$ cat config.mk
export PLATFORM = sky130hd
export DESIGN_NAME = alu_seq_flat
export DESIGN_NICKNAME = d
export VERILOG_FILES = /design/src/rtl/alu_pkg.sv /design/src/rtl/alu_seq_if.sv /design/src/rtl/alu_muldiv_iter.sv /design/src/rtl/alu_seq.sv /design/src/flat_wrapper.sv
export SDC_FILE = /design/constraint.sdc
export NUM_CORES = 1
export LEC_CHECK = 0
export ABC_AREA = 1
export CELL_PAD_IN_SITES_DETAIL_PLACEMENT = 0
export CELL_PAD_IN_SITES_GLOBAL_PLACEMENT = 2
export CORE_ASPECT_RATIO = 0.7
export CORE_MARGIN = 1
export CORE_UTILIZATION = 35
export CTS_CLUSTER_DIAMETER = 40
export DETAILED_ROUTE_END_ITERATION = 10
export GPL_TIMING_DRIVEN = 0
export PLACE_DENSITY_LB_ADDON = 0.12
export SKIP_CTS_REPAIR_TIMING = 1
export SYNTH_ARGS = -nofsm -noshare
export SYNTH_HDL_FRONTEND = slang
export SYNTH_SLANG_ARGS = --single-unit
$ cat constraint.sdc
create_clock -name clk -period 6.6 [get_ports clk]
set_input_delay 0.99 -clock clk [delete_from_list [all_inputs] [get_ports clk]]
set_output_delay 0.99 -clock clk [all_outputs]
set_load 0.005 [all_outputs]
$ cat src/rtl/alu_pkg.sv
// Shared definitions for the sequential ALU: opcode map, FSM states and flag bundle.
package alu_pkg;

  localparam logic [4:0] OP_LD   = 5'b00000;
  localparam logic [4:0] OP_ST   = 5'b00001;
  localparam logic [4:0] OP_MI   = 5'b00010;
  localparam logic [4:0] OP_MR   = 5'b00011;
  localparam logic [4:0] OP_SUM  = 5'b00100;
  localparam logic [4:0] OP_SB   = 5'b00101;
  localparam logic [4:0] OP_AN   = 5'b00110;
  localparam logic [4:0] OP_CM   = 5'b00111;
  localparam logic [4:0] OP_OR   = 5'b01000;
  localparam logic [4:0] OP_ORR  = 5'b01001;
  localparam logic [4:0] OP_XR   = 5'b01010;
  localparam logic [4:0] OP_XRR  = 5'b01011;
  localparam logic [4:0] OP_SUMR = 5'b01100;
  localparam logic [4:0] OP_SBR  = 5'b01101;
  localparam logic [4:0] OP_ANR  = 5'b01110;
  localparam logic [4:0] OP_CMR  = 5'b01111;
  localparam logic [4:0] OP_MUL  = 5'b10000;
  localparam logic [4:0] OP_DIV  = 5'b10001;
  localparam logic [4:0] OP_SHL  = 5'b10010;
  localparam logic [4:0] OP_SHR  = 5'b10011;

  typedef enum logic [1:0] {
    IDLE = 2'b00,
    EXEC = 2'b01,
    ITER = 2'b10,
    DONE = 2'b11
  } alu_state_t;

  typedef struct packed {
    logic zero;
    logic carry;
    logic neg;
    logic ovf;
    logic div_zero;
    logic illegal;
  } alu_flags_t;

  function automatic logic is_muldiv(input logic [4:0] op);
    return (op == OP_MUL) || (op == OP_DIV);
  endfunction

endpackage

$ cat src/rtl/alu_seq_if.sv
// Operand/result handshake bundle between the pipeline and the sequential ALU.
interface alu_seq_if #(
  parameter int WIDTH = 8
);
  logic             in_valid;
  logic             in_ready;
  logic [WIDTH-1:0] a;
  logic [WIDTH-1:0] b;
  logic [4:0]       op;
  logic             out_valid;
  logic             out_ready;
  logic [WIDTH-1:0] result;
  logic [WIDTH-1:0] result_hi;
  logic             zero;
  logic             carry;
  logic             neg;
  logic             ovf;
  logic             div_zero;
  logic             illegal;

  modport master (
    output in_valid, a, b, op, out_ready,
    input  in_ready, out_valid, result, result_hi,
    input  zero, carry, neg, ovf, div_zero, illegal
  );

  modport slave (
    input  in_valid, a, b, op, out_ready,
    output in_ready, out_valid, result, result_hi,
    output zero, carry, neg, ovf, div_zero, illegal
  );
endinterface

$ cat src/rtl/alu_muldiv_iter.sv
// One-bit-per-cycle unsigned shift-add multiplier and restoring divider.
// res_o is {high, low} for multiply and {remainder, quotient} for divide.
module alu_muldiv_iter #(
  parameter int WIDTH = 8
) (
  input  logic               clk,
  input  logic               rst_n,
  input  logic               start_i,
  input  logic               mode_i,
  input  logic [WIDTH-1:0]   a_i,
  input  logic [WIDTH-1:0]   b_i,
  output logic               done_o,
  output logic [2*WIDTH-1:0] res_o
);

  localparam int CW = $clog2(WIDTH + 1);

  logic             busy_q;
  logic             done_q;
  logic             mode_q;
  logic [CW-1:0]    cnt_q;
  logic [WIDTH-1:0] opnd_q;
  logic [WIDTH-1:0] hi_q;
  logic [WIDTH-1:0] lo_q;

  logic [WIDTH:0]   add_s;
  logic [WIDTH:0]   macc_s;
  logic [WIDTH:0]   rsh_s;
  logic [WIDTH:0]   rsub_s;

  assign add_s  = {1'b0, hi_q} + {1'b0, opnd_q};
  assign macc_s = lo_q[0] ? add_s : {1'b0, hi_q};
  // Divider: partial remainder shifted left with the next dividend bit; negative trial means restore.
  assign rsh_s  = {hi_q, lo_q[WIDTH-1]};
  assign rsub_s = rsh_s - {1'b0, opnd_q};

  // Operand load on start, then one iteration per cycle while busy.
  always_ff @(posedge clk or negedge rst_n) begin
    if (!rst_n) begin
      busy_q <= 1'b0;
      done_q <= 1'b0;
      mode_q <= 1'b0;
      cnt_q  <= {CW{1'b0}};
      opnd_q <= {WIDTH{1'b0}};
      hi_q   <= {WIDTH{1'b0}};
      lo_q   <= {WIDTH{1'b0}};
    end else if (start_i) begin
      busy_q <= 1'b1;
      done_q <= 1'b0;
      mode_q <= mode_i;
      cnt_q  <= CW'(WIDTH);
      opnd_q <= mode_i ? b_i : a_i;
      hi_q   <= {WIDTH{1'b0}};
      lo_q   <= mode_i ? a_i : b_i;
    end else if (busy_q) begin
      cnt_q  <= cnt_q - CW'(1);
      done_q <= (cnt_q == CW'(1));
      busy_q <= (cnt_q != CW'(1));
      if (mode_q) begin
        hi_q <= rsub_s[WIDTH] ? rsh_s[WIDTH-1:0] : rsub_s[WIDTH-1:0];
        lo_q <= {lo_q[WIDTH-2:0], ~rsub_s[WIDTH]};
      end else begin
        hi_q <= macc_s[WIDTH:1];
        lo_q <= {macc_s[0], lo_q[WIDTH-1:1]};
      end
    end else begin
      done_q <= 1'b0;
    end
  end

  assign done_o = done_q;
  assign res_o  = {hi_q, lo_q};

endmodule

$ cat src/rtl/alu_seq.sv
// Handshaked ALU: legacy single-cycle ops plus iterative MUL/DIV and shifts.
// Results and flags are registered and held until the consumer takes them.
module alu_seq
  import alu_pkg::*;
#(
  parameter int WIDTH     = 8,
  parameter bit MULDIV_EN = 1'b1
) (
  input logic      clk,
  input logic      rst_n,
  alu_seq_if.slave bus
);

  localparam int SHW = $clog2(WIDTH);

  alu_state_t       state_q, state_d;
  logic [WIDTH-1:0] a_q, b_q;
  logic [4:0]       op_q;
  logic [WIDTH-1:0] res_q, res_d;
  logic [WIDTH-1:0] res_hi_q, res_hi_d;
  alu_flags_t       flags_q, flags_d;

  logic               accept_s;
  logic               iter_start_s;
  logic               md_done_s;
  logic [2*WIDTH-1:0] md_res_s;

  logic [WIDTH:0]     sum_s;
  logic [WIDTH:0]     dif_s;
  logic [2*WIDTH-1:0] shl_s;
  logic [2*WIDTH-1:0] shr_s;
  logic [WIDTH-1:0]   exec_res_s;
  logic [WIDTH-1:0]   exec_hi_s;
  alu_flags_t         exec_flags_s;

  assign accept_s = bus.in_valid && (state_q == IDLE);
  // Divide by zero is resolved on the single-cycle path and never enters the iterator.
  assign iter_start_s = accept_s && MULDIV_EN && is_muldiv(bus.op) &&
                        !((bus.op == OP_DIV) && (bus.b == {WIDTH{1'b0}}));

  alu_muldiv_iter #(.WIDTH(WIDTH)) u_muldiv (
    .clk     (clk),
    .rst_n   (rst_n),
    .start_i (iter_start_s),
    .mode_i  (bus.op == OP_DIV),
    .a_i     (bus.a),
    .b_i     (bus.b),
    .done_o  (md_done_s),
    .res_o   (md_res_s)
  );

  assign sum_s = {1'b0, a_q} + {1'b0, b_q};
  assign dif_s = {1'b0, a_q} - {1'b0, b_q};
  assign shl_s = {{WIDTH{1'b0}}, a_q} << b_q[SHW-1:0];
  assign shr_s = {a_q, {WIDTH{1'b0}}} >> b_q[SHW-1:0];

  // Single-cycle datapath evaluated on the captured operands.
  always_comb begin
    exec_res_s   = {WIDTH{1'b0}};
    exec_hi_s    = {WIDTH{1'b0}};
    exec_flags_s = '0;
    case (op_q)
      OP_LD, OP_ST:   exec_res_s = a_q;
      OP_MI, OP_MR:   exec_res_s = b_q;
      OP_SUM, OP_SUMR: begin
        exec_res_s         = sum_s[WIDTH-1:0];
        exec_flags_s.carry = sum_s[WIDTH];
        exec_flags_s.ovf   = (a_q[WIDTH-1] == b_q[WIDTH-1]) && (sum_s[WIDTH-1] != a_q[WIDTH-1]);
      end
      OP_SB, OP_SBR: begin
        exec_res_s         = dif_s[WIDTH-1:0];
        exec_flags_s.carry = dif_s[WIDTH];
        exec_flags_s.ovf   = (a_q[WIDTH-1] != b_q[WIDTH-1]) && (dif_s[WIDTH-1] != a_q[WIDTH-1]);
      end
      OP_CM, OP_CMR: begin
        exec_res_s         = {{(WIDTH-1){1'b0}}, dif_s[WIDTH]};
        exec_flags_s.carry = dif_s[WIDTH];
      end
      OP_AN, OP_ANR:  exec_res_s = a_q & b_q;
      OP_OR, OP_ORR:  exec_res_s = a_q | b_q;
      OP_XR, OP_XRR:  exec_res_s = a_q ^ b_q;
      OP_SHL: begin
        exec_res_s         = shl_s[WIDTH-1:0];
        exec_flags_s.carry = shl_s[WIDTH];
      end
      OP_SHR: begin
        exec_res_s         = shr_s[2*WIDTH-1:WIDTH];
        exec_flags_s.carry = shr_s[WIDTH-1];
      end
      OP_DIV: begin
        if (MULDIV_EN) begin
          exec_res_s            = {WIDTH{1'b1}};
          exec_hi_s             = a_q;
          exec_flags_s.div_zero = 1'b1;
        end else begin
          exec_flags_s.illegal = 1'b1;
        end
      end
      OP_MUL:  exec_flags_s.illegal = 1'b1;
      default: exec_flags_s.illegal = 1'b1;
    endcase
    exec_flags_s.zero = (exec_res_s == {WIDTH{1'b0}});
    exec_flags_s.neg  = exec_res_s[WIDTH-1];
  end

  // Next state and next value of the result/flag registers.
  always_comb begin
    state_d  = state_q;
    res_d    = res_q;
    res_hi_d = res_hi_q;
    flags_d  = flags_q;
    case (state_q)
      IDLE: begin
        if (accept_s) begin
          flags_d = '0;
          state_d = iter_start_s ? ITER : EXEC;
        end else begin
          state_d = IDLE;
        end
      end
      EXEC: begin
        state_d  = DONE;
        res_d    = exec_res_s;
        res_hi_d = exec_hi_s;
        flags_d  = exec_flags_s;
      end
      ITER: begin
        if (md_done_s) begin
          state_d       = DONE;
          res_d         = md_res_s[WIDTH-1:0];
          res_hi_d      = md_res_s[2*WIDTH-1:WIDTH];
          flags_d       = '0;
          flags_d.zero  = (md_res_s[WIDTH-1:0] == {WIDTH{1'b0}});
          flags_d.neg   = md_res_s[WIDTH-1];
        end else begin
          state_d = ITER;
        end
      end
      DONE: begin
        if (bus.out_ready) begin
          state_d = IDLE;
        end else begin
          state_d = DONE;
        end
      end
      default: state_d = IDLE;
    endcase
  end

  // State, operand capture and output registers.
  always_ff @(posedge clk or negedge rst_n) begin
    if (!rst_n) begin
      state_q  <= IDLE;
      a_q      <= {WIDTH{1'b0}};
      b_q      <= {WIDTH{1'b0}};
      op_q     <= 5'b00000;
      res_q    <= {WIDTH{1'b0}};
      res_hi_q <= {WIDTH{1'b0}};
      flags_q  <= '0;
    end else begin
      state_q  <= state_d;
      res_q    <= res_d;
      res_hi_q <= res_hi_d;
      flags_q  <= flags_d;
      if (accept_s) begin
        a_q  <= bus.a;
        b_q  <= bus.b;
        op_q <= bus.op;
      end else begin
        a_q  <= a_q;
        b_q  <= b_q;
        op_q <= op_q;
      end
    end
  end

  assign bus.in_ready  = (state_q == IDLE);
  assign bus.out_valid = (state_q == DONE);
  assign bus.result    = res_q;
  assign bus.result_hi = res_hi_q;
  assign bus.zero      = flags_q.zero;
  assign bus.carry     = flags_q.carry;
  assign bus.neg       = flags_q.neg;
  assign bus.ovf       = flags_q.ovf;
  assign bus.div_zero  = flags_q.div_zero;
  assign bus.illegal   = flags_q.illegal;

endmodule

$ cat src/flat_wrapper.sv
// flat-port wrapper written by rule: the top's interface ports become plain ports
module alu_seq_flat import alu_pkg::*;
#(
  parameter int WIDTH     = 8,
  parameter bit MULDIV_EN = 1'b1
)
  (clk, rst_n, bus_in_valid, bus_a, bus_b, bus_op, bus_out_ready, bus_in_ready, bus_out_valid, bus_result, bus_result_hi, bus_zero, bus_carry, bus_neg, bus_ovf, bus_div_zero, bus_illegal);
  alu_seq_if #(.WIDTH(WIDTH)) bus_i ();
  input logic clk;
  input logic rst_n;
  input wire logic [$bits(bus_i.in_valid)-1:0] bus_in_valid;
  input wire logic [$bits(bus_i.a)-1:0] bus_a;
  input wire logic [$bits(bus_i.b)-1:0] bus_b;
  input wire logic [$bits(bus_i.op)-1:0] bus_op;
  input wire logic [$bits(bus_i.out_ready)-1:0] bus_out_ready;
  output wire logic [$bits(bus_i.in_ready)-1:0] bus_in_ready;
  output wire logic [$bits(bus_i.out_valid)-1:0] bus_out_valid;
  output wire logic [$bits(bus_i.result)-1:0] bus_result;
  output wire logic [$bits(bus_i.result_hi)-1:0] bus_result_hi;
  output wire logic [$bits(bus_i.zero)-1:0] bus_zero;
  output wire logic [$bits(bus_i.carry)-1:0] bus_carry;
  output wire logic [$bits(bus_i.neg)-1:0] bus_neg;
  output wire logic [$bits(bus_i.ovf)-1:0] bus_ovf;
  output wire logic [$bits(bus_i.div_zero)-1:0] bus_div_zero;
  output wire logic [$bits(bus_i.illegal)-1:0] bus_illegal;
  assign bus_i.in_valid = bus_in_valid;
  assign bus_i.a = bus_a;
  assign bus_i.b = bus_b;
  assign bus_i.op = bus_op;
  assign bus_i.out_ready = bus_out_ready;
  assign bus_in_ready = bus_i.in_ready;
  assign bus_out_valid = bus_i.out_valid;
  assign bus_result = bus_i.result;
  assign bus_result_hi = bus_i.result_hi;
  assign bus_zero = bus_i.zero;
  assign bus_carry = bus_i.carry;
  assign bus_neg = bus_i.neg;
  assign bus_ovf = bus_i.ovf;
  assign bus_div_zero = bus_i.div_zero;
  assign bus_illegal = bus_i.illegal;
  alu_seq #(.WIDTH(WIDTH), .MULDIV_EN(MULDIV_EN)) u_core (.clk(clk), .rst_n(rst_n), .bus(bus_i));
endmodule
## Word level (Yosys, flattened, before mapping)

Index checks and enable logic that the tools add are counted.

- Bits of input ports: 25
- Logic and storage cells: 123
- Flip-flop bits (word level): 76
- Output and inout port bits: 24

- Multiplexer cells: 34
- Add/subtract/negate cells: 5
- Shift operators: 2
- Bitwise operators: 4
- Eq/ne operators: 31
- Reductions and logical operators: 28

Operators by type and width:

| operator | count |
|---|---|
| two-way mux 8 bit | 12 |
| case mux 8 bit (11 select lines) | 1 |
| == test 5 x 4 -> 1 bit (second input constant) | 8 |
| case mux 8 bit (2 select lines) | 2 |
| == test 5 bit (second input constant) | 5 |
| zero test 8 bit | 3 |
| == test 5 x 3 -> 1 bit (second input constant) | 4 |
| OR reduction 19 bit | 1 |
| adder 8 x 8 -> 9 bit | 2 |
| case mux 6 bit (3 select lines) | 1 |
| OR reduction 2 bit | 8 |
| right shift 16 x 3 -> 16 bit | 1 |
| two-way mux 6 bit | 2 |
| == test 5 x 2 -> 1 bit (second input constant) | 2 |
| two-way mux 9 bit | 1 |
| left shift 8 x 3 -> 9 bit | 1 |
| subtractor 8 x 8 -> 9 bit | 1 |
| subtractor 9 x 8 -> 9 bit | 1 |
| AND 8 bit | 1 |
| two-way mux 4 bit | 2 |
| bitwise OR 8 bit | 1 |
| case mux 2 bit (4 select lines) | 1 |
| bitwise XOR 8 bit | 1 |
| two-way mux 1 bit | 7 |
| other kinds (24) | 35 |

## Longest topological paths before layout

Gate-level depths: netlist of run 1.

- Depth after elaboration: 7
- Gate-level depth with buffers: 21
- Depth with buffers taken out: 19

## Hierarchy

A second synthesis of run 1 with hierarchy kept.

- Cells, all modules: 1018
- Area total of the unflattened synthesis: 6686.4 µm²

By module, submodules not included:

| module | seq. area each (µm²) | area each (µm²) | instances | cells an instance |
|---|---|---|---|---|
| alu_seq | 1126.1 | 4166.5 | 1 | 656 |
| alu_muldiv_iter | 775.7 | 2519.9 | 1 | 362 |

## Worst setup path before layout of run 1

No wires, ideal clock.

- Kind: input to register
- Start point: input bus_op[0]
- End point: register u_core.u_muldiv.lo_q[1]
- Data arrival time: 2172 ps
- Cell stages on the path: 11
- Path buffers: 3
- Required time: 6510 ps
- Path slack: 4338 ps
- Setup time: 90 ps
- Cell sequence: inv_1 -> nor2_1 -> and3_1 -> buf_4 -> nand3_1 -> and3b_1 -> buf_2 -> inv_2 -> nand2_2 -> buf_6 -> o221ai_1

- Longest elaborated chain between the ends: 5
- Elaborated cells between the ends (all ways): 10
- Those cells by class: 2 x eq/ne; 2 x mux; 6 x reduce/logical

RTL lines:

| element | RTL line | RTL |
|---|---|---|
| start: declaration | flat_wrapper.sv:14 | `input wire logic [$bits(bus_i.op)-1:0] bus_op;` |
| == test 5 bit (on tied branches) | alu_pkg.sv:42, alu_seq.sv:39, alu_seq.sv:45 |  |
| logical OR 1 bit or logical AND 1 bit (tied branches) | alu_pkg.sv:42, alu_seq.sv:39 |  |
| logical AND 1 bit or zero test 1 bit (tied branches) | alu_seq.sv:38, alu_seq.sv:39 |  |
| logical AND 1 bit | alu_seq.sv:38 | `assign iter_start_s = accept_s && MULDIV_EN && is_muldiv(bus.op) &&` |
| two-way mux 8 bit or nonzero test 2 bit (tied branches) | n/a |  |
| end signal: assignment | alu_muldiv_iter.sv:46 | `lo_q <= {WIDTH{1'b0}};` |
| end signal: assignment | alu_muldiv_iter.sv:54 | `lo_q <= mode_i ? a_i : b_i;` |
| end signal: assignment | alu_muldiv_iter.sv:61 | `lo_q <= {lo_q[WIDTH-2:0], ~rsub_s[WIDTH]};` |
| end: declaration | alu_muldiv_iter.sv:24 | `logic [WIDTH-1:0] lo_q;` |

Parallel ways exist; a longest one is shown, timed or not.
A chain may end at the register's enable or synchronous reset.

## Worst setup path after layout of run 1

- Start point: register u_core.b_q[2]
- End point: register u_core.flags_q, in the netlist u_core.bus.zero

- Longest elaborated chain between the ends: 4
- Elaborated cells between the ends (all ways): 10
- Those cells by class: 2 x add/sub; 2 x shift; 2 x mux; 3 x bitwise; 1 x reduce/logical

RTL lines:

| element | RTL line | RTL |
|---|---|---|
| start: declaration | alu_seq.sv:17 | `logic [WIDTH-1:0] a_q, b_q;` |
| start signal: assignment | alu_seq.sv:155 | `b_q <= {WIDTH{1'b0}};` |
| start signal: assignment | alu_seq.sv:167 | `b_q <= bus.b;` |
| start signal: assignment | alu_seq.sv:171 | `b_q <= b_q;` |
| subtractor 8 x 8 -> 9 bit (tied with other cells) | alu_seq.sv:53 | `assign dif_s = {1'b0, a_q} - {1'b0, b_q};` |
| case mux 8 bit (11 select lines) * | alu_seq.sv:62 | `case (op_q)` |
| zero test 8 bit * | alu_seq.sv:102 | `exec_flags_s.zero = (exec_res_s == {WIDTH{1'b0}});` |
| case mux 6 bit (3 select lines) * | alu_seq.sv:112 | `case (state_q)` |
| end signal: assignment | alu_seq.sv:164 | `flags_q <= flags_d;` |
| end: declaration | alu_seq.sv:21 | `alu_flags_t flags_q, flags_d;` |

Every way passes the cells marked *; elsewhere a longest branch is shown, timed or not.

==> results.cfg, run 1 <==
[finish]
finalNetCount = 1096
layout-drive-gt1-share_pct = 4.89
area_growth_pct = 16.8
regArea_um2 = 1900
fin_util_pct = 42.6
fill_cells = 1916
final_cells = 1254
multi_input_area_um2 = 3900
fin_area_um2 = 7460
n_antenna_cell = 0

[synth]
synth.area.mux_share_pct = 0
avgSynthCellArea_um2 = 6.66
synth_xor_area_share_pct = 1.10
synth.net_count = 1036
synth.most_common_cell = nand2_1
ys_warn_count = 0
yosys.area_share.simple_pct = 31.6
syn_inst = 959
syn_area_um2 = 6390
synth_edf_count = 0
async_flop_share_pct = 100
ys_types = 40
synth_ff_type = dfrtp_1
synth_fa_ha_area_share_pct = 10.6
yosys.area.top_type = dfrtp_1
synth_top_area_share_pct = 29.8
netlist_top_cells_area = dfrtp_1 (30%), nand2_1 (16%), ha_1 (9.4%)
synth-seq-area-share_pct = 29.8
synth_seq_cells = 76
synth_top_family_by_area = simple AND/OR/NAND/NOR gates
synth_compound_area_share_pct = 17.7
synth_common_cells = nand2_1 (264), inv_1 (103), nand3_1 (86)

[detailed_routing]
routed_wl_mm = 24.4
drc_errors = 0
drtIter0Drc = 715
postRouteAntennaNets = 0
vias = 6752
vias_per_cell = 5.38
wl_per_cell_um = 19.4
drt-pass1-iter-count = 5

[sta]
tightest_slew_ns = 0.797
setup_tns_ns = 0
final-setup-viol-count = 0
slew_viol_final = 0
finalCriticalPeriod_ns = 3.22
max_freq_mhz = 311
whs_ns = 0.493
hold_viol = 0
clock_skew_ns = 0.00903
fin_crit_sh_pct = 48.8
slew_headroom_pct = 46.5
setup_slack_ns = 3.38
rsz0062_at_grt = no

[clock_network]
cts_tree = done
cts_num_sinks = 76
root_buffer = clkbuf_16
cts_htree_levels = 3
clock_path_buffers = 2
cts_made_buffers = 9
insertion_delay_ns = 0.34
clk_pin_slew_worst_paths_ns = 0.06

[job]
cap_violations = 0

[floorplanning]
fp.dieH_um = 115
core_area_um2 = 17500
die_x_um = 164
num_rows = 40
ios = 49
die_area_um2 = 18800
start_util_pct = 36.5

[run_status]
status = completed

[grt]
grt_util_met3_pct = 7.68
antenna_found_initial = 0
grt-busiest-layer = met1
grt_pass1_wl_mm = 37.5
met1_usage_pct = 45.0
first_global_vias = 6227
grt_usage_pct = 27.0
grt_max_degree = 66
overflow = 0
grt_util_met2_pct = 33.2

[hold_path]
hold_class = in2async

[power_and_ir_drop]
total_power_mw = 4.30
p_leak_nw = 3.66
powerDensity_nw_per_um2 = 576
peakVddDrop_mv = 0.240

[setup_path]
arrival_ns = 3.49
crit_type = reg2reg
critPathRequiredTime_ns = 6.88
cp-start-kind = flop
critPathMaxFanout = 11
cp-end-kind = flop
r2r_slack_ns = 3.38
reg2reg_depth = 21
rr_endpoint = u_core.bus.zero
r2r-start = u_core.b_q[2]

[placement]
place_ws_ns = 3.38
port_buffers = 48
place_area_um2 = 7190
gp_congestion = 0.920
dp.cells = 1239
hpwl_mm = 19.8
==> registers in the layout, indices dropped and copies added (netlist names) <==
register / cells
u_core.u_muldiv.done_o: 1
u_core.u_muldiv.cnt_q: 4
u_core.op_q: 5
u_core.bus.illegal: 1
u_core.bus.div_zero: 1
u_core.u_muldiv.lo_q: 8
u_core.u_muldiv.hi_q: 8
u_core.u_muldiv.opnd_q: 8
u_core.bus.zero: 1
u_core.state_q: 2
u_core.bus.carry: 1
u_core.bus.result: 8
u_core.b_q: 8
u_core.u_muldiv.busy_q: 1
u_core.bus.ovf: 1
u_core.a_q: 8
u_core.bus.result_hi: 8
u_core.u_muldiv.mode_q: 1
u_core.bus.neg: 1
==> cell usage in the layout, fill, tap and decap left out, types with 3 or more instances in the layout <==
cell,count
a21o_1,3
a21oi_1,62
a31oi_1,6
and2_1,3
buf_2,15
clkbuf_1,20
clkbuf_16,9
clkdlybuf4s50_1,47
dfrtp_1,76
fa_1,4
ha_1,48
inv_1,103
inv_2,4
nand2_1,264
nand2_2,3
nand3_1,86
nand3b_1,6
nand4_1,13
nor2_1,82
nor2_2,5
nor3_1,11
o211ai_1,23
o21ai_0,81
o21ai_1,5
o221ai_1,9
xnor2_1,4
xor2_1,4
==> report_power, final <==
part	internal, mW	switching (mW)
clock	0.264	0.202
combinational	0.960	1.88
sequential	0.680	0.316
total	1.90	2.40
==> metal layers <==
layer	part of all wire [%]	up-vias
li1	-	3309
met1	55	3135
met2	34	299
met3	9.8	9
met4	0.50	0
met5	0	-
==> cell type report <==
type | instances | share of cell area (%)
multi-input cells | 737 | 52.3
flip-flops and latches | 76 | 25.5
repair buffers | 49 | 6.77
inverters | 108 | 5.43
well taps | 231 | 3.87
clock buffers | 10 | 3.20
plain buffers | 38 | 2.41
clock inverters | 5 | 0.503
==> logic make-up after synthesis <==
kind of cell / Yosys count
compound gates: 199
xor+xnor: 8
simple gates: 478
buf+inv: 146
fa+ha+maj: 52
flops: 76
==> critical path, cell delays in order (launching register included) <==
cell	delay, ns
dfrtp_1	0.47
inv_1	0.11
clkbuf_1	0.46
ha_1	0.33
buf_2	0.18
inv_1	0.13
nand2_1	0.07
nand2_1	0.10
inv_1	0.06
nand2_1	0.16
nand2_1	0.11
nand2_1	0.10
nand2_1	0.05
nand3_1	0.19
nand2_1	0.15
nor2_2	0.13
nand2_1	0.06
nor2_1	0.09
nand2_1	0.06
nand2_1	0.05
nand2_1	0.05
nand2_1	0.05
==> worst max-delay path by stage <==
stage | startpoint | endpoint | slack, ns | cells after the start
global route | u_core.b_q[2] | u_core.bus.zero | 3.07 | 21
finish | u_core.b_q[2] | u_core.bus.zero | 3.38 | 21
detailed placement | bus_in_valid | u_core.u_muldiv.hi_q[5] | 3.38 | 11
CTS | u_core.b_q[2] | u_core.bus.zero | 3.51 | 18
global placement | rst_n | u_core.u_muldiv.cnt_q[2] | 1.66 | 1
floorplan | bus_op[0] | u_core.u_muldiv.lo_q[1] | 4.34 | 11
No activity file was read; power rests on OpenSTA's default activity.
==> inputs of run 2 (changes only) <==
- CORE_UTILIZATION: 35 -> 33
- clock period: 6.6 -> 3.28 ns (I/O delays scaled with it)
==> run 2 against run 1 <==
Compared with the run above:
- clock power rose by 130%
- sequential cell count did not move
- sequential share of layout area fell by 0.17 points
- cell area rose by 0.69%
- total power rose by 100%
- combinational power rose by 100%
- first-iteration DRC count fell by 6.4%
- non-clock buffer count fell by 1
- via count fell by 2.0%
- sequential power rose by 100%
- routed wire length rose by 1.3%
- die area rose by 6.0%
==> results.cfg, run 2 (synthesis results as in run 1) <==
[run_status]
status = completed

[sta]
finalCriticalPeriod_ns = 2.93
setup_tns_ns = 0
rsz0062_at_grt = no
max_freq_mhz = 341
slew_viol_final = 0
tightest_slew_ns = 0.787
final-setup-viol-count = 0
clock_skew_ns = 0.00865
setup_slack_ns = 0.346
hold_viol = 0
slew_headroom_pct = 47.2
fin_crit_sh_pct = 89.4

[detailed_routing]
vias = 6616
drc_errors = 0
drt-pass1-iter-count = 5
wl_met2_mm = 8.41
routed_wl_mm = 24.7
wl_met1_mm = 13.8
wl_met3_mm = 2.28
highest_layer = met4
vias_per_cell = 5.23
drtIter0Drc = 669
postRouteAntennaNets = 0
wl_per_cell_um = 19.5

[hold_path]
hold_class = in2async

[job]
cap_violations = 0

[grt]
grt_max_degree = 56
first_global_vias = 6010
grt_pass1_wl_mm = 37.5
overflow = 0
antenna_found_initial = 0
grt_usage_pct = 25.3

[floorplanning]
core_area_um2 = 18900
start_util_pct = 33.8
die_x_um = 168
num_rows = 42
fp.dieH_um = 118
ios = 49
die_area_um2 = 19900

[finish]
final_cell_mix = nand2_1 (264), inv_1 (103), nand3_1 (86)
fin_area_um2 = 7510
final_cells = 1265
area_growth_pct = 17.6
final_common_cell = nand2_1
layout-drive-gt1-share_pct = 4.99
n_antenna_cell = 0
finalNetCount = 1095

[power_and_ir_drop]
peakVddDrop_mv = 0.344
powerDensity_nw_per_um2 = 1170
p_leak_nw = 3.68

[clock_network]
cts_tree = done
cts_num_sinks = 76
clk_pin_slew_worst_paths_ns = 0.06
cts_made_buffers = 9
insertion_delay_ns = 0.34
clock_path_buffers = 2
root_buffer = clkbuf_16
cts_htree_levels = 3

[setup_path]
cp-end-kind = flop
r2r_slack_ns = 0.35
critPathRequiredTime_ns = 3.51
arrival_ns = 3.17
crit_type = reg2reg
critPathMaxFanout = 9
reg2reg_depth = 14
cp-start-kind = flop

[placement]
place_ws_ns = 0.199
port_buffers = 48
hpwl_mm = 20.0
place_area_um2 = 7200
dp.cells = 1250
gp_congestion = 0.890
==> run 2: area by class of cell <==
type / count / area, um2
buffer: 37 / 176
fill: 2029 / 11400
timing repair buffer: 49 / 505
multi-input combinational: 737 / 3900
clock inverter: 5 / 65.1
tap: 242 / 303
sequential: 76 / 1900
inverter: 108 / 405
clock buffer: 11 / 253
==> run 2: metal layers <==
layer / GRT usage [%] / vias to the layer above
li1: - / 3310
met1: 43.4 / 3062
met2: 29.1 / 230
met3: 7.77 / 14
met4: 3.24 / 0
met5: 0 / -
==> run 2: report_power, final <==
part / switching [mW] / internal [mW]
sequential: 0.651 / 1.37
clock: 0.420 / 0.641
combinational: 3.78 / 1.93
total: 4.85 / 3.94
==> run 2: per-stage QoR <==
| stage | hold WS [ns] | utilization, % | total power, mW |
|---|---|---|---|
| floorplan | 0.196 | - | 5.55 |
| finish | 0.0468 | 39.7 | 8.79 |
| global placement | 0.471 | 37.9 | 7.66 |
| CTS | 0.0567 | 39.7 | 8.69 |
| global route | 0.0590 | 39.7 | 9.63 |
| detailed placement | 0.413 | 38.1 | 7.61 |
==> run 2: final timing paths <==
check | from | endpoint
worst min register to register | u_core.bus.result[0] | u_core.bus.result[0]
worst max register to register | u_core.a_q[5] | u_core.bus.zero
max in group asynchronous | rst_n | u_core.u_muldiv.mode_q
min in group clk | u_core.bus.result[0] | u_core.bus.result[0]
worst max-delay path | u_core.a_q[5] | u_core.bus.zero
worst min-delay path | rst_n | u_core.bus.result[4]
==> run 2: worst max-delay path, stage by stage (launching register included) <==
cell and delay [ns]:
dfrtp_1 0.63, inv_1 0.17, ha_1 0.31, buf_2 0.22, inv_1 0.13, a21oi_1 0.27
nor3_1 0.10, nor3_1 0.32, nand4_1 0.24, nand3_1 0.18, nor2_1 0.06, nand2_1 0.06
nand2_1 0.04, nand2_1 0.05, nand2_1 0.05
